===== src/rtl/md_issue_if.sv =====
// Signal bundle between the ID/EX pipeline, the mult/div unit and the issue controller.
// The pipeline and unit side uses master; the controller uses slave.
interface md_issue_if;
  logic        id_md_op;
  logic        id_mf_op;
  logic        ex_md_valid;
  logic [2:0]  ex_md_ctr;
  logic        flush;
  logic        md_busy;
  logic        md_start;
  logic [2:0]  md_ctr;
  logic        md_lock;
  logic        md_restore;
  logic        stall_id;
  logic        md_done;
  logic        md_err;
  logic [15:0] op_count;

  modport master (
    output id_md_op, id_mf_op, ex_md_valid, ex_md_ctr, flush, md_busy,
    input  md_start, md_ctr, md_lock, md_restore, stall_id, md_done, md_err, op_count
  );

  modport slave (
    input  id_md_op, id_mf_op, ex_md_valid, ex_md_ctr, flush, md_busy,
    output md_start, md_ctr, md_lock, md_restore, stall_id, md_done, md_err, op_count
  );
endinterface


===== src/rtl/md_issue_ctrl.sv =====
// Issue controller for the multi-cycle mult/div unit: launches ops from EX, stalls
// dependent ID instructions, rolls back ops flushed in their first cycle, flags protocol errors.
module md_issue_ctrl (
  input  logic      clk,
  input  logic      reset,
  md_issue_if.slave bus
);
  typedef enum logic [1:0] {
    IDLE = 2'b00,
    PEND = 2'b01,
    RUN  = 2'b10
  } state_e;

  localparam logic [3:0] MUL_REM = 4'd4;
  localparam logic [3:0] DIV_REM = 4'd9;

  state_e      state_q, state_d;
  logic [3:0]  rem_q, rem_d;
  logic        md_done_q, md_done_d;
  logic        md_err_q, md_err_d;
  logic [15:0] op_count_q, op_count_d;

  logic        is_muldiv;
  logic        bad_ctr;
  logic        start_ok;
  logic        restore;
  logic        err_hit;

  always_comb begin
    is_muldiv = bus.ex_md_valid && (bus.ex_md_ctr[2] == 1'b0);
    bad_ctr   = bus.ex_md_valid && (bus.ex_md_ctr[2:1] == 2'b11);
  end

  // PEND is the single cycle in which a flush can still cancel the op.
  always_comb begin
    state_d    = state_q;
    rem_d      = rem_q;
    md_done_d  = 1'b0;
    op_count_d = op_count_q;
    start_ok   = 1'b0;
    restore    = 1'b0;
    case (state_q)
      IDLE: begin
        if (is_muldiv && !bus.flush) begin
          start_ok = 1'b1;
          state_d  = PEND;
          rem_d    = bus.ex_md_ctr[1] ? DIV_REM : MUL_REM;
        end
      end
      PEND: begin
        if (bus.flush) begin
          restore = 1'b1;
          state_d = IDLE;
          rem_d   = '0;
        end else begin
          state_d    = RUN;
          rem_d      = rem_q - 4'd1;
          op_count_d = op_count_q + 16'd1;
        end
      end
      RUN: begin
        rem_d = rem_q - 4'd1;
        if (rem_q == 4'd1) begin
          state_d   = IDLE;
          md_done_d = 1'b1;
        end
      end
      default: begin
        state_d = IDLE;
        rem_d   = '0;
      end
    endcase
  end

  always_comb begin
    err_hit  = bad_ctr
            || (bus.ex_md_valid && (state_q != IDLE))
            || ((state_q == RUN) && (rem_q > 4'd1) && !bus.md_busy)
            || (md_done_q && bus.md_busy);
    md_err_d = md_err_q || err_hit;
  end

  always_ff @(posedge clk or negedge reset) begin
    if (!reset) begin
      state_q    <= IDLE;
      rem_q      <= '0;
      md_done_q  <= 1'b0;
      md_err_q   <= 1'b0;
      op_count_q <= '0;
    end else begin
      state_q    <= state_d;
      rem_q      <= rem_d;
      md_done_q  <= md_done_d;
      md_err_q   <= md_err_d;
      op_count_q <= op_count_d;
    end
  end

  // Combinational outputs are forced low while reset is held; md_lock mirrors flush always.
  always_comb begin
    bus.md_start   = reset && start_ok;
    bus.md_restore = reset && restore;
    bus.md_lock    = bus.flush;
    bus.md_ctr     = bus.ex_md_ctr;
    bus.stall_id   = reset && (bus.id_md_op || bus.id_mf_op)
                  && ((state_q != IDLE) || start_ok);
    bus.md_done    = md_done_q;
    bus.md_err     = md_err_q;
    bus.op_count   = op_count_q;
  end
endmodule


===== src/flat_wrapper.sv =====
// flat-port wrapper written by rule: the top's interface ports become plain ports
module md_issue_ctrl_flat 
  (clk, reset, bus_id_md_op, bus_id_mf_op, bus_ex_md_valid, bus_ex_md_ctr, bus_flush, bus_md_busy, bus_md_start, bus_md_ctr, bus_md_lock, bus_md_restore, bus_stall_id, bus_md_done, bus_md_err, bus_op_count);
  md_issue_if bus_i ();
  input  logic clk;
  input  logic reset;
  input wire logic [$bits(bus_i.id_md_op)-1:0] bus_id_md_op;
  input wire logic [$bits(bus_i.id_mf_op)-1:0] bus_id_mf_op;
  input wire logic [$bits(bus_i.ex_md_valid)-1:0] bus_ex_md_valid;
  input wire logic [$bits(bus_i.ex_md_ctr)-1:0] bus_ex_md_ctr;
  input wire logic [$bits(bus_i.flush)-1:0] bus_flush;
  input wire logic [$bits(bus_i.md_busy)-1:0] bus_md_busy;
  output wire logic [$bits(bus_i.md_start)-1:0] bus_md_start;
  output wire logic [$bits(bus_i.md_ctr)-1:0] bus_md_ctr;
  output wire logic [$bits(bus_i.md_lock)-1:0] bus_md_lock;
  output wire logic [$bits(bus_i.md_restore)-1:0] bus_md_restore;
  output wire logic [$bits(bus_i.stall_id)-1:0] bus_stall_id;
  output wire logic [$bits(bus_i.md_done)-1:0] bus_md_done;
  output wire logic [$bits(bus_i.md_err)-1:0] bus_md_err;
  output wire logic [$bits(bus_i.op_count)-1:0] bus_op_count;
  assign bus_i.id_md_op = bus_id_md_op;
  assign bus_i.id_mf_op = bus_id_mf_op;
  assign bus_i.ex_md_valid = bus_ex_md_valid;
  assign bus_i.ex_md_ctr = bus_ex_md_ctr;
  assign bus_i.flush = bus_flush;
  assign bus_i.md_busy = bus_md_busy;
  assign bus_md_start = bus_i.md_start;
  assign bus_md_ctr = bus_i.md_ctr;
  assign bus_md_lock = bus_i.md_lock;
  assign bus_md_restore = bus_i.md_restore;
  assign bus_stall_id = bus_i.stall_id;
  assign bus_md_done = bus_i.md_done;
  assign bus_md_err = bus_i.md_err;
  assign bus_op_count = bus_i.op_count;
  md_issue_ctrl u_core (.clk(clk), .reset(reset), .bus(bus_i));
endmodule

===== config.mk =====
export PLATFORM = sky130hd
export DESIGN_NAME = md_issue_ctrl_flat
export DESIGN_NICKNAME = d
export VERILOG_FILES = /design/src/rtl/md_issue_if.sv /design/src/rtl/md_issue_ctrl.sv /design/src/flat_wrapper.sv
export SDC_FILE = /design/constraint.sdc
export NUM_CORES = 1
export LEC_CHECK = 0
export CORE_ASPECT_RATIO = 1.4
export CORE_MARGIN = 10
export CORE_UTILIZATION = 46
export CTS_CLUSTER_SIZE = 25
export DETAILED_ROUTE_END_ITERATION = 6
export PLACE_DENSITY = 0.78
export SYNTH_ARGS = -nofsm -noshare
export SYNTH_HDL_FRONTEND = slang
export SYNTH_SLANG_ARGS = --single-unit
export TNS_END_PERCENT = 100

===== constraint.sdc =====
create_clock -name clk -period 2.7 [get_ports clk]
set_input_delay 0.81 -clock clk [delete_from_list [all_inputs] [get_ports clk]]
set_output_delay 0.81 -clock clk [all_outputs]
set_load 0.02 [all_outputs]

Word level (Yosys, flattened, before mapping)
Cells that the tools add are included.
{ "op_classes": {"order_cmp": 1, "mul": 0, "n_mux": 14, "shifts": 0, "div_mod_pow": 0, "n_addsub": 2, "reduce_logical": 23, "n_bitwise": 2, "eq_ne": 6} }
{ "ops": {"columns": ["cell", "n"], "rows": [
  ["$add 16x1->16 const B", 1],
  ["$mux 4", 3],
  ["$pmux 4 s3", 1],
  ["$logic_and 1x1->1", 11],
  ["$logic_or 1x1->1", 6],
  ["$mux 1", 6],
  ["$mux 2", 3],
  ["$pmux 2 s3", 1],
  ["$eq 2x2->1 const B", 2],
  ["$eq 4x1->1 const B", 1],
  ["$gt 4x1->1 const B", 1],
  ["$ne 2x1->1 const B", 2],
  ["$reduce_and 2->1", 2],
  ["$sub 4x1->4 const B", 1],
  ["$eq 2x1->1 const B", 1],
  ["$logic_not 1->1", 2],
  ["$logic_not 2->1", 1],
  ["$not 1->1", 2],
  ["$reduce_bool 2->1", 1]
]} }
{ "totals": {"romBits": 0, "elab_cells": 53, "input_bits": 10, "out_inout_bits": 25, "mem_count": 0, "latchBits": 0, "ramBits": 0, "regBits": 24} }

Longest topological paths before layout
{ "depth": {"word_depth": 7, "depth_mapped": 5, "mapped_depth_nobuf": 5} }

Worst setup path after synthesis
No wires, ideal clock.
{ "synth_timing": {"kind": "in2out", "start": "input bus_flush", "end": "output bus_md_start", "required_time_ps": 1890, "arrival_ps": 1735, "n_path_buf": 0, "stages": 3, "slack_ps": 155, "path_cell_list": "or3b_1 -> nor3_1 -> and2_1"} }
{ "synth_between": {"elab_chain_cells": 5} }
{ "synth_rtl": {"columns": ["item", "line", "source"], "rows": [
  ["start: declaration", "flat_wrapper.sv:11", "input wire logic [$bits(bus_i.flush)-1:0] bus_flush;"],
  ["$logic_not 1->1", "md_issue_ctrl.sv:44", "if (is_muldiv && !bus.flush) begin"],
  ["$logic_and 1x1->1", "md_issue_ctrl.sv:44", null],
  ["$mux 1", "md_issue_ctrl.sv:44", null],
  ["$mux 1", "md_issue_ctrl.sv:42", "case (state_q)"],
  ["$logic_and 1x1->1", "md_issue_ctrl.sv:101", "bus.md_start = reset && start_ok;"],
  ["end: declaration", "flat_wrapper.sv:13", "output wire logic [$bits(bus_i.md_start)-1:0] bus_md_start;"]
]} }
No other way between the ends.

Worst setup path after layout
{ "layout_timing": {"start": "input bus_flush", "end": "output bus_stall_id"} }
{ "layout_between": {"elab_chain_cells": 6} }
{ "layout_rtl": {"columns": ["item", "line", "source"], "rows": [
  ["$logic_not 1->1", "md_issue_ctrl.sv:44", null],
  ["$logic_and 1x1->1", "md_issue_ctrl.sv:44", null],
  ["$mux 1", "md_issue_ctrl.sv:44", null],
  ["$mux 1", "md_issue_ctrl.sv:42", null],
  ["$logic_or 1x1->1", "md_issue_ctrl.sv:106", "&& ((state_q != IDLE) || start_ok);"],
  ["$logic_and 1x1->1", "md_issue_ctrl.sv:106", null],
  ["end: declaration", "flat_wrapper.sv:17", "output wire logic [$bits(bus_i.stall_id)-1:0] bus_stall_id;"]
]} }
No other way between the ends.

==> impl_metrics.py <==
metrics = {
    "yosys": {
        "ys_warn_count": 0,
        "synth_flop_cell": "dfrtp_1",
        "postSynth.asyncResetShare_pct": 100.0,
        "syn_inst": 112,
        "synth.avg_cell_area_um2": 10.68,
        "synth_edf_count": 0,
        "seq_area_frac_synth_pct": 50.21,
        "synth.distinct_cells": 29,
        "synth-seq-cells": 24,
        "synth_top_cell_area_share_pct": 50.21,
        "syn-cell-area_um2": 1196,
        "yosysTopAreaCell": "dfrtp_1",
        "yosysMostFrequentCell": "dfrtp_1",
        "syn_nets": 125,
        "ys_top_cells_by_area": "dfrtp_1, xnor2_1, nand2_1, nor4_4, ha_1",
        "synthTopCellsByCount": "dfrtp_1, nand2_1, xnor2_1, nand3_1, nor2_1",
    },
    "clock_network": {
        "cts_root_buffer": "clkbuf_4",
        "htreeDepth": 1,
        "cts_buffers": 3,
        "cts_tree": "built",
        "clk_path_buf_depth": 2,
        "insertion_delay_ns": 0.30,
        "clkSinkCount": 24,
        "path_clk_slew_ns": 0.13,
    },
    "pwr": {
        "internal_power_uw": 690.7,
        "irDropWorstVdd_mv": 0.3880,
        "comb_power_share_pct": 35.5,
        "leakage_uw": 0.0007510,
        "p_sw_share_pct": 35.31,
        "switching_power_uw": 377.0,
        "p_per_area_nw_per_um2": 649.4,
        "seqPwrFrac_pct": 47.3,
        "clkPwrFrac_pct": 17.2,
    },
    "detailed_routing": {
        "drt_iter0_markers": 20,
        "first_pass_iters": 2,
        "drc": 0,
        "detail_route.wl_per_cell_um": 14.99,
        "wirelength_um": 2819,
        "postRouteAntennaNets": 0,
        "num_vias": 955,
        "routed_via_density": 5.080,
    },
    "global_routing": {
        "antenna_found_initial": 0,
        "grt_usage_pct": 11.75,
        "overflow": 0,
        "grt_pass1_vias": 1037,
        "grt_max_degree": 18,
        "grt_pass1_wl_um": 4899,
    },
    "timing": {
        "skew_ns": 0.005834,
        "setup_tns_ns": 0,
        "slew_headroom_pct": 75.70,
        "setup_viol": 0,
        "slew_viol_final": 0,
        "fmax_mhz": 380.2,
        "worstMarginPinSlew_ns": 0.3600,
        "final.min_clock_period_ns": 2.630,
        "finalHoldViolCount": 0,
        "fin_crit_sh_pct": 97.42,
        "rsz0062_at_grt": "false",
        "holdWs_ns": 0.4779,
    },
    "finish": {
        "regArea_um2": 600.6,
        "syn_to_final_growth_pct": 37.45,
        "fin_util_pct": 67.28,
        "drive_above_1_share_pct": 18.18,
        "diodes": 0,
        "multi_input_area_um2": 561.8,
        "nFillCells": 204,
        "nets": 168,
    },
    "worst_setup_path": {
        "cp_num_buf_inv": 2,
        "crit_path_end_kind": "output pin",
        "path_class": "in -> out",
        "r2r-start": "u_core.state_q[1]$_DFFE_PN0P_",
        "start_kind": "primary input",
        "timing.rr.end": "u_core.bus.op_count[13]$_DFFE_PN0P_",
        "critical_path.max_fanout": 3,
        "crit_chain": "clkdlybuf4s15_2, or3b_4, and2_4, nor2_1, buf_4",
        "max_stage_delay_ns": 0.40,
        "critical-path-top-delay-family": "simple AND/OR/NAND/NOR gates",
        "ff2ff_path_depth": 4,
        "crit_slowest_cell": "or3b_4",
        "arrival_ns": 1.82,
        "ff2ff_setup_slack_ns": 0.93,
        "worstPathRequired_ns": 1.89,
    },
    "hold_path": {
        "hold_path_end": "u_core.bus.op_count[15]$_DFFE_PN0P_",
        "min_from": "u_core.bus.op_count[15]$_DFFE_PN0P_",
        "worstHoldPathType": "reg -> reg",
        "hold_depth": 1,
    },
    "floorplan": {
        "ios": 35,
        "die_height_um": 80.34,
        "dieWidth_um": 63.10,
        "start_util_pct": 48.95,
        "row_count": 21,
        "die_area_um2": 5069,
        "core_region_area_um2": 2444,
    },
    "placed_design": {
        "gp_congestion": 0.8513,
        "hpwlAfterDp_um": 2250,
        "io_buffers": 32,
    },
    "job": {
        "drv_cap": 0,
    },
    "status": {
        "status": "completed",
    },
}
final cells by class:
type,instances,area share (%)
flip-flops and latches,24,36.53
clock buffers,4,2.207
inverters,3,0.6849
multi-input cells,80,34.17
well taps,34,2.588
repair buffers,43,23.82
power groups by stage:
stage | Combinational, µW | Clock [µW] | Sequential, µW
floorplan | 197 | 0 | 516
global placement | 355 | 0 | 501
detailed placement | 375 | 0 | 506
CTS | 385 | 187 | 505
global route | 428 | 202 | 520
finish | 379 | 183 | 505
sequential cells by signal, summed over array words and instances, names as in the netlist:
name / cells
u_core.bus.md_err: 1
u_core.rem_q: 4
u_core.state_q: 2
u_core.bus.md_done: 1
u_core.bus.op_count: 16
layout by cell type, fill, tap and decap left out, drive strengths merged:
cell type and n:
clkdlybuf4s50 25, dfrtp 24, nand2 15, buf 15
xnor2 11, nor2 6, nand3 6, nor3 5
o21ai 4, xor2 4, clkbuf 4, inv 3
nor3b 3, ha 3, and2 3, nand2b 2
a21oi 2, or3b 2, and3 2, nor4 2
nand4 2, o211ai 2, clkdlybuf4s15 2, o311ai 1
and4b 1, nor2b 1, o21bai 1, a221o 1
a31oi 1, dlygate4sd2 1
kinds of logic (layout without fill, tap and decap cells):
| group | Yosys count | after routing | synth area share, % |
|---|---|---|---|
| simple gates | 50 | 50 | 24.79 |
| fa+ha+maj | 3 | 3 | 3.138 |
| buf+inv | 8 | 50 | 4.393 |
| compound gates | 12 | 12 | 6.486 |
| xor+xnor | 15 | 15 | 10.98 |
| flops | 24 | 24 | 50.21 |
per-stage QoR:
stage / setup slack [ns] / instances / cell area (µm²) / power, µW
floorplan: 0.1551 / 112 / 1196 / 712.5
global placement: -0.7265 / 183 / 1593 / 856.6
detailed placement: -0.7881 / 183 / 1593 / 881.1
CTS: 0.001052 / 188 / 1650 / 1077
global route: 0.01768 / 188 / 1644 / 1150
finish: 0.06960 / 188 / 1644 / 1068
timing repair:
item                                   CTS  global route
endpoints found under the hold margin    0             0
buffers inserted                         1             0
hold buffers                             0             0
setup endpoints to repair                6             2
resized for setup                       29             1
pin swaps                                3             1
cloned                                   0             0
layer usage:
layer / vias up / track usage (%) / share of wire [%]
met5: - / 0 / 0
met4: 0 / 4.260 / 1.1
met3: 4 / 4.444 / 7.4
met2: 29 / 21.18 / 51
met1: 458 / 12.12 / 40
li1: 464 / - / -
worst reg2reg max path: stages, from the launching register on:
cell	delay [ns]
dfrtp_1	0.49
or3b_4	0.49
nor4_4	0.40
nand3_1	0.14
xnor2_1	0.15
worst max path at each step:
stage	startpoint	to	slack, ns	cells past startpoint
2_1_floorplan	bus_flush	bus_md_start	0.16	3
3_3_place_gp	bus_ex_md_valid	bus_md_start	-0.73	5
3_5_place_dp	bus_flush	bus_md_start	-0.79	5
4_1_cts	bus_flush	bus_md_start	0.001	5
5_1_grt	bus_ex_md_valid	bus_stall_id	0.02	5
6_report	bus_flush	bus_stall_id	0.07	5
No activity file was read; power rests on OpenSTA's default activity.
